**config.mk**
```make
export PLATFORM = sky130hd
export DESIGN_NAME = bullet_ctrl
export DESIGN_NICKNAME = d
export VERILOG_FILES = /design/src/rtl/bullet_ctrl.sv
export SDC_FILE = /design/constraint.sdc
export NUM_CORES = 1
export LEC_CHECK = 0
export BUFFER_PORTS_ARGS = -buffer_cell sky130_fd_sc_hd__buf_2
export CAP_MARGIN = 20
export CORE_AREA = 2 2 107 109
export DETAILED_ROUTE_END_ITERATION = 8
export DIE_AREA = 0 0 109 111
export MAX_ROUTING_LAYER = met4
export PLACE_DENSITY_LB_ADDON = 0.12
export SKIP_LAST_GASP = 1
export SLEW_MARGIN = 20
export SYNTH_ARGS = -nofsm -noshare
export SYNTH_HDL_FRONTEND = slang
export SYNTH_SLANG_ARGS = --single-unit
```
**constraint.sdc**
```tcl
create_clock -name frame_clk -period 3.3 [get_ports frame_clk]
set_clock_uncertainty 0.05 [all_clocks]
set_input_delay 0.33 -clock frame_clk [delete_from_list [all_inputs] [get_ports frame_clk]]
set_output_delay 0.33 -clock frame_clk [all_outputs]
set_load 0.05 [all_outputs]
```
**src/rtl/bullet_ctrl.sv**
```systemverilog
// Tank shell controller: tracks tank facing, spawns a shell at the muzzle on fire,
// flies it each frame and runs explosion/cooldown. Define BULLET_AUTOFIRE_EN for level-sensitive fire.
module bullet_ctrl #(
  parameter int         BULLET_SPEED    = 4,
  parameter int         BULLET_SIZE     = 4,
  parameter int         EXPLODE_FRAMES  = 8,
  parameter int         COOLDOWN_FRAMES = 16,
  parameter logic [7:0] FIRE_KEY        = 8'h2C
) (
  input  logic       frame_clk,
  input  logic       Reset,
  input  logic       gaming_on,
  input  logic [7:0] keycode,
  input  logic [7:0] keycode2,
  input  logic [7:0] keycode3,
  input  logic [7:0] keycode4,
  input  logic [9:0] TankX,
  input  logic [9:0] TankY,
  input  logic [9:0] TankX_Motion,
  input  logic [9:0] TankY_Motion,
  input  logic       BulletHitWall,
  input  logic       BulletHitIron,
  input  logic       BulletHitTank,
  output logic [9:0] BulletX,
  output logic [9:0] BulletY,
  output logic [9:0] BulletS,
  output logic [1:0] BulletDir,
  output logic       Is_bullet_on,
  output logic       Explode_on,
  output logic       Wall_break
);

  localparam logic [9:0]  SPD           = 10'(BULLET_SPEED);
  localparam logic [9:0]  SZ            = 10'(BULLET_SIZE);
  localparam logic [9:0]  LOW_LIMIT     = SZ + SPD;
  localparam logic [9:0]  Y_HIGH        = 10'd479 - SZ;
  localparam logic [9:0]  X_HIGH        = 10'd639 - SZ;
  localparam logic [15:0] EXPLODE_LAST  = 16'(EXPLODE_FRAMES - 1);
  localparam logic [15:0] COOLDOWN_LAST = 16'(COOLDOWN_FRAMES - 1);

  typedef enum logic [1:0] {IDLE, FLY, EXPLODE, COOLDOWN} state_t;

  state_t      state;
  logic [1:0]  facing;
  logic [1:0]  facing_next;
  logic        fire_prev;
  logic        fire_now;
  logic        fire_go;
  logic [15:0] explode_cnt;
  logic [15:0] cooldown_cnt;
  logic [10:0] tank_x_fwd;
  logic [10:0] tank_y_fwd;
  logic [9:0]  spawn_x;
  logic [9:0]  spawn_y;
  logic [9:0]  step_x;
  logic [9:0]  step_y;
  logic        out_of_bounds;
  logic        hit_any;

  assign BulletS  = SZ;
  assign fire_now = (keycode == FIRE_KEY) || (keycode2 == FIRE_KEY) ||
                    (keycode3 == FIRE_KEY) || (keycode4 == FIRE_KEY);
`ifdef BULLET_AUTOFIRE_EN
  assign fire_go  = fire_now;
`else
  assign fire_go  = fire_now & ~fire_prev;
`endif
  assign hit_any    = BulletHitTank | BulletHitWall | BulletHitIron;
  assign tank_x_fwd = {1'b0, TankX} + 11'd16;
  assign tank_y_fwd = {1'b0, TankY} + 11'd16;

  // Horizontal motion wins over vertical; no motion keeps the last facing.
  always_comb begin
    facing_next = facing;
    if (TankX_Motion != 10'd0)
      facing_next = TankX_Motion[9] ? 2'd3 : 2'd1;
    else if (TankY_Motion != 10'd0)
      facing_next = TankY_Motion[9] ? 2'd0 : 2'd2;
  end

  always_comb begin
    spawn_x = TankX;
    spawn_y = TankY;
    case (facing)
      2'd0:    spawn_y = (TankY < 10'd16) ? 10'd0 : TankY - 10'd16;
      2'd1:    spawn_x = (tank_x_fwd > 11'd639) ? 10'd639 : tank_x_fwd[9:0];
      2'd2:    spawn_y = (tank_y_fwd > 11'd479) ? 10'd479 : tank_y_fwd[9:0];
      default: spawn_x = (TankX < 10'd16) ? 10'd0 : TankX - 10'd16;
    endcase
  end

  // Bound test is done on the current position so the step itself never wraps.
  always_comb begin
    step_x        = BulletX;
    step_y        = BulletY;
    out_of_bounds = 1'b0;
    case (BulletDir)
      2'd0: begin
        out_of_bounds = BulletY < LOW_LIMIT;
        step_y        = BulletY - SPD;
      end
      2'd1: begin
        out_of_bounds = (BulletX + SPD) > X_HIGH;
        step_x        = BulletX + SPD;
      end
      2'd2: begin
        out_of_bounds = (BulletY + SPD) > Y_HIGH;
        step_y        = BulletY + SPD;
      end
      default: begin
        out_of_bounds = BulletX < LOW_LIMIT;
        step_x        = BulletX - SPD;
      end
    endcase
  end

  always_ff @(posedge frame_clk or posedge Reset) begin
    if (Reset) begin
      state        <= IDLE;
      facing       <= 2'd0;
      fire_prev    <= 1'b0;
      explode_cnt  <= 16'd0;
      cooldown_cnt <= 16'd0;
      BulletX      <= 10'd0;
      BulletY      <= 10'd0;
      BulletDir    <= 2'd0;
      Is_bullet_on <= 1'b0;
      Explode_on   <= 1'b0;
      Wall_break   <= 1'b0;
    end else begin
      fire_prev <= fire_now;
      if (!gaming_on) begin
        state        <= IDLE;
        explode_cnt  <= 16'd0;
        cooldown_cnt <= 16'd0;
        BulletX      <= 10'd0;
        BulletY      <= 10'd0;
        BulletDir    <= 2'd0;
        Is_bullet_on <= 1'b0;
        Explode_on   <= 1'b0;
        Wall_break   <= 1'b0;
      end else begin
        facing     <= facing_next;
        Wall_break <= 1'b0;
        case (state)
          IDLE: begin
            if (fire_go) begin
              BulletDir    <= facing;
              BulletX      <= spawn_x;
              BulletY      <= spawn_y;
              Is_bullet_on <= 1'b1;
              state        <= FLY;
            end
          end
          FLY: begin
            if (hit_any || out_of_bounds) begin
              Is_bullet_on <= 1'b0;
              Explode_on   <= 1'b1;
              Wall_break   <= BulletHitWall & ~BulletHitTank;
              explode_cnt  <= 16'd0;
              state        <= EXPLODE;
            end else begin
              BulletX <= step_x;
              BulletY <= step_y;
            end
          end
          EXPLODE: begin
            if (explode_cnt == EXPLODE_LAST) begin
              Explode_on   <= 1'b0;
              cooldown_cnt <= 16'd0;
              state        <= COOLDOWN;
            end else begin
              explode_cnt <= explode_cnt + 16'd1;
            end
          end
          COOLDOWN: begin
            if (cooldown_cnt == COOLDOWN_LAST)
              state <= IDLE;
            else
              cooldown_cnt <= cooldown_cnt + 16'd1;
          end
          default: state <= IDLE;
        endcase
      end
    end
  end

endmodule

```
## Yosys cells after proc, flatten, opt, wreduce, memory -nomap -nowiden

Cells that the tools add are included.

| cells by class | value |
|---|---|
| equal/unequal tests | 27 |
| bitwise gates (word level) | 6 |
| mux-type cells | 49 |
| order comparisons | 8 |
| reductions and logical operators | 21 |
| add/subtract/negate cells | 10 |

Operators with widths:

| operator | count |
|---|---|
| 10-bit case mux with 2 select lines | 6 |
| 10-bit 2-to-1 mux | 10 |
| 16-bit 2-to-1 mux | 6 |
| 16-bit case mux with 2 select lines | 2 |
| 16-bit by 1-bit adder with 16-bit output (second input constant) | 2 |
| 8-bit by 6-bit == test with 1-bit output (second input constant) | 4 |
| 2-bit 2-to-1 mux | 12 |
| 3-bit inequality test (second input constant) | 8 |
| 10-bit by 5-bit adder with 11-bit output (second input constant) | 2 |
| 10-bit by 3-bit adder with 10-bit output (second input constant) | 2 |
| 10-bit by 4-bit < comparator with 1-bit output (second input constant) | 2 |
| 10-bit by 5-bit < comparator with 1-bit output (second input constant) | 2 |
| 10-bit nonzero test | 2 |
| 10-bit by 3-bit subtractor with 10-bit output (second input constant) | 2 |
| 10-bit by 5-bit subtractor with 10-bit output (second input constant) | 2 |
| 16-bit by 3-bit == test with 1-bit output (second input constant) | 1 |
| 16-bit by 4-bit == test with 1-bit output (second input constant) | 1 |
| 3-bit AND reduction | 4 |
| 4-bit AND reduction | 3 |
| 11-bit by 10-bit > comparator with 1-bit output (second input constant) | 1 |
| 11-bit by 9-bit > comparator with 1-bit output (second input constant) | 1 |
| 10-bit > comparator (second input constant) | 1 |
| 10-bit by 9-bit > comparator with 1-bit output (second input constant) | 1 |
| 1-bit 2-to-1 mux | 9 |
| 16 further kinds | 35 |

| word-level totals | value |
|---|---|
| register bits | 62 |
| output and inout port bits | 35 |
| logic and storage cells | 132 |

## Depth between registers and ports, before layout

| logic depth | value |
|---|---|
| depth in word-level cells | 8 |
| depth in mapped cells | 11 |
| mapped depth without buffers | 9 |

## Worst setup path before layout

OpenSTA, ideal clock, no wires.

| timing path | value |
|---|---|
| path type | reg-to-reg |
| start point | reg BulletY[2] |
| end point | reg explode_cnt[7] |
| path slack | 0.228 ns |
| arrival | 2.882 ns |
| stages on the path, launching flop included | 11 |
| clock period less this slack | 3.072 ns |
| cell sequence | dfrtp_1 -> buf_2 -> nand4_2 -> or3_1 -> a2111o_1 -> and2_4 -> buf_6 -> o2111a_1 -> buf_2 -> o311ai_0 -> o41ai_1 |

| on the way | value |
|---|---|
| longest elaborated chain between the ends | 6 |
| elaborated cells between the ends (all ways) | 7 |
| those cells by class | add/sub: 1; order compare: 2; eq/ne: 1; mux: 1; reduce/logical: 2 |

Ends and longest elaborated chain:

| what | RTL line | RTL |
|---|---|---|
| start: declaration | 25 | `output logic [9:0] BulletY,` |
| start signal: assignment | 150 | `BulletY <= spawn_y;` |
| start signal: assignment | 164 | `BulletY <= step_y;` |
| 10-bit by 3-bit adder with 10-bit output | 107 | `out_of_bounds = (BulletY + SPD) > Y_HIGH;` |
| 10-bit by 9-bit > comparator with 1-bit output | 107 |  |
| 1-bit case mux with 3 select lines * | 97 | `case (BulletDir)` |
| 1-bit logical OR * | 156 | `if (hit_any \|\| out_of_bounds) begin` |
| 3-bit inequality test (no source line) * | n/a |  |
| 3-bit AND reduction (no source line) * | n/a |  |
| end signal: assignment | 173 | `explode_cnt <= explode_cnt + 16'd1;` |
| end: declaration | 49 | `logic [15:0] explode_cnt;` |

Mark *: on every way between the ends. The rest lies on a longest branch, timed or not.
A chain may end at the register's enable or synchronous reset.

## Worst setup path after layout

| timing path | value |
|---|---|
| start point | reg BulletX[3] |
| end point | reg explode_cnt[4] |

| on the way | value |
|---|---|
| longest elaborated chain between the ends | 6 |
| elaborated cells between the ends (all ways) | 7 |
| those cells by class | add/sub: 1; order compare: 2; eq/ne: 1; mux: 1; reduce/logical: 2 |

Ends and longest elaborated chain:

| what | RTL line | RTL |
|---|---|---|
| start: declaration | 24 | `output logic [9:0] BulletX,` |
| start signal: assignment | 149 | `BulletX <= spawn_x;` |
| start signal: assignment | 163 | `BulletX <= step_x;` |
| 10-bit by 3-bit adder with 10-bit output | 103 | `out_of_bounds = (BulletX + SPD) > X_HIGH;` |
| 10-bit > comparator | 103 |  |
| 1-bit case mux with 3 select lines * | 97 |  |
| 1-bit logical OR * | 156 |  |
| 3-bit inequality test (no source line) * | n/a |  |
| 3-bit AND reduction (no source line) * | n/a |  |

Marked as above.

==> parameters.txt <==
Parameter                              Value

Placed design
  Area post-placement    5940 µm²
  GPL Wtd Cong    0.933
  Count of buffers inserted at the top-level ports    102
  Post-placement setup slack    352 ps
  Detailed Place HPWL    11.2 mm

Min path
  Class of the worst hold path    input pin to asynchronous set/reset pin

Yosys
  Distinct cell type count after synthesis    79
  Main flop type after synthesis    sky130_fd_sc_hd__dfrtp_1
  Synth async-reset ratio    100%
  Combinational family with the most area after synthesis    simple AND/OR/NAND/NOR gates
  Simple-gate area share of the yosys netlist    29.7%
  Sequential element share of the synthesized area    29.1%
  Fraction of the mapped netlist area in adder cells    4.70%
  Xor-xnor portion of the synthesized cell area    4.27%
  Synth Area in Compound Gates    23.6%
  Register bit total from synthesis    62
  Multiplexer share of the synthesized area    1.78%
  Number of standard cells after synthesis    682
  Yosys synthesis warning count    0
  Cell Area, Synth    5330 µm²
  Average cell area after synthesis    7.81 µm²
  Number of enable flip-flop cells after synthesis    0

Global route
  Number of global-route vias before repair    5043
  Global-route usage over all layers    26.1%
  Pin count of the biggest net entering global routing    33
  Antenna violations before repair    0
  Wire length of the first global-routing pass    24.7 mm
  Remaining global-route overflow    0

Setup path
  Crit path max fanout    11
  Number of buffers and inverters on the critical path    0
  Setup crit end kind    flip-flop
  Data required time of the worst path    3470 ps
  Most used cell, CP    sky130_fd_sc_hd__o2111a_1
  Slowest Stage Delay on Critical Path    570 ps
  Critical path, cell by cell    ha_1 > and4b_1 > a22o_1 > o2111a_1 > o221ai_1 > o2111a_1 > o311ai_0 > o41ai_1
  Setup Crit Path Kind    flip-flop to flip-flop
  Kind of cell adding the most delay to the critical path    compound AO/OA/AOI/OAI gates
  Worst path arrival time    3150 ps
  Startpoint types    flip-flop
  Critical-path top delay cell    sky130_fd_sc_hd__o2111a_1

Pwr
  Leakage power total    0.00266 µW
  PD cells    494 nW/µm²
  Maximum vdd drop    312 µV

Cells and area
  Diodes inserted    0
  Total non-filler cell area in the finished layout    6230 µm²
  Layout Nets    870
  Area added between synthesis and finish    16.9%
  Fraction of layout instances using a drive strength above 1    20.1%
  Core utilization of the finished layout    56.2%

STA
  Final critical-path required period    2980 ps
  Normalized max-slew margin    51.8%
  Achievable clock frequency    336 MHz
  Setup-failing EPs final    0
  Final critical-path setup slack    321 ps
  Post-route fraction of the period consumed by the critical path    90.3%
  Number of pins exceeding their max-slew limit in the final report    0
  RSZ-0062 raised after global routing    false
  Total negative setup slack    0 ps
  Hold violation count in the final report    0
  Worst-Margin Slew    723 ps

Die
  Die X-Extent    109 µm
  Die footprint    12100 µm²
  Total number of placement rows    39
  Die Span Y    111 µm
  Initial Util    48.1%
  Placeable core region    11100 µm²
  Number of primary I/O pins    113

Clocking
  Root buf cell    sky130_fd_sc_hd__clkbuf_16
  Clock latency of the later-clocked register in the worst-skew pair    340 ps
  Htree depth    3
  Clock tree buffer depth    2
  Cts repair resizes    0
  Register clock-pin slew on the reported worst setup and hold paths    60 ps
  Count of clock tree sinks    62
  Clock buffers created by TritonCTS    9
  Number of hold buffers added after CTS    0
  Setup Buffers After CTS    0
  TritonCTS clock tree    built

Routing
  Detail-routed net length per standard cell    16.3 µm
  First-pass DRT Iterations    5
  Detailed Route WL    15.0 mm
  ANT nets after route    0
  Total via count after detailed routing    5456
  Residual DRC count    0
  DR vias/cell    5.93
  Number of DRC markers in iteration 0    329

Flow run
  Count of max-cap constraint violations    0

Status
  Result of the run    finished clean
## per-stage QoR
stage	total power [µW]	instances	hold slack, ps
6_report	3080	920	59.1
5_1_grt	3250	920	122
4_1_cts	3090	920	86.4
3_5_place_dp	2160	904	441
3_3_place_gp	2150	904	434
2_1_floorplan	1860	690	350
## cells in the mapped netlist, types with 10 or more instances
| cell | number | share of area, % |
|---|---|---|
| sky130_fd_sc_hd__o22ai_1 | 15 | 1.8 |
| sky130_fd_sc_hd__xnor2_1 | 19 | 3.1 |
| sky130_fd_sc_hd__ha_1 | 20 | 4.7 |
| sky130_fd_sc_hd__nand2_1 | 69 | 4.9 |
| sky130_fd_sc_hd__inv_1 | 28 | 2.0 |
| sky130_fd_sc_hd__buf_4 | 11 | 1.6 |
| sky130_fd_sc_hd__nor3_1 | 30 | 2.8 |
| sky130_fd_sc_hd__clkbuf_1 | 31 | 2.2 |
| sky130_fd_sc_hd__a211oi_1 | 10 | 1.4 |
| sky130_fd_sc_hd__nand3_1 | 31 | 2.9 |
| sky130_fd_sc_hd__nand4_1 | 18 | 2.1 |
| sky130_fd_sc_hd__a21oi_1 | 35 | 3.3 |
| sky130_fd_sc_hd__nor4_1 | 19 | 2.2 |
| sky130_fd_sc_hd__nor2_1 | 59 | 4.2 |
| sky130_fd_sc_hd__or3_1 | 11 | 1.3 |
| sky130_fd_sc_hd__dfrtp_1 | 62 | 29 |
| sky130_fd_sc_hd__nand2b_1 | 14 | 1.6 |
| sky130_fd_sc_hd__o21ai_0 | 38 | 3.6 |
| sky130_fd_sc_hd__nor2b_1 | 10 | 1.2 |
## kinds of logic after synthesis
kind of cell,Yosys count
AO/OA/AOI/OAI,180
XOR/XNOR,26
adder cells (fa/ha/maj),20
buffers and inverters,79
flip-flops,62
multiplexers,9
other,2
AND/OR/NAND/NOR,304
## worst paths after layout
path                       cells after the start               to  slack, ps          start
min in group frame_clk                         2       Wall_break        100  BulletHitTank
max in group asynchronous                      3  explode_cnt[12]       2390          Reset
setup / recovery                               8   explode_cnt[4]        320     BulletX[3]
hold / removal                                 2       BulletX[4]         60          Reset
setup reg to reg                               8   explode_cnt[4]        320     BulletX[3]
hold reg to reg                                2       BulletX[0]        470     BulletX[0]
## sequential cells by signal (all words and copies together) (netlist names), 2 cells and up
signal	cells
facing	2
cooldown_cnt	16
state	2
BulletX	10
BulletY	10
explode_cnt	16
BulletDir	2
## per-layer routing
metal / global-route usage, % / wire length (µm)
met1: 33.8 / 6680
met5: - / 0
met2: 41.5 / 7230
met4: 8.29 / 242
met3: 4.41 / 876
## worst register-to-register path, delay by kind of cell, from the launching register on
kind | cells | cell delay, ps
fa+ha+maj | 1 | 320
simple gates | 1 | 210
compound gates | 6 | 1790
flops | 1 | 490
## cell usage in the layout, fill, tap and decap left out, drive strengths merged, types with 4 or more instances in the layout
cell and count:
xor2 7, nor4 19, or4 6, a22o 5
nor2 59, nor2b 10, nand2 69, o32a 5
a31oi 6, a211oi 11, nand2b 14, conb 10
mux2i 5, and3 6, xnor2 19, a21o 6
or3 11, a21oi 35, inv 29, o311ai 4
o221ai 7, nand4 19, ha 20, o22ai 15
o41ai 5, and2 7, clkbuf 13, nor3 30
dfrtp 62, o31ai 6, buf 120, o32ai 4
nand3 32, nor4b 5, mux2 4, o21ai 38
## report_power, final
group / switching [µW] / internal (µW)
Sequential: 158 / 834
Combinational: 780 / 389
Clock: 348 / 567
Total: 1290 / 1790
## area by class of cell
class / instances / area (µm²)
Clock buffer: 13 / 270
Clock inverter: 3 / 17.5
Fill cell: 1061 / 4850
Inverter: 30 / 113
Multi-Input combinational cell: 549 / 3450
Sequential cell: 62 / 1550
Tap cell: 143 / 179
Timing Repair Buffer: 120 / 646
Power figures use the tool's default switching activity.
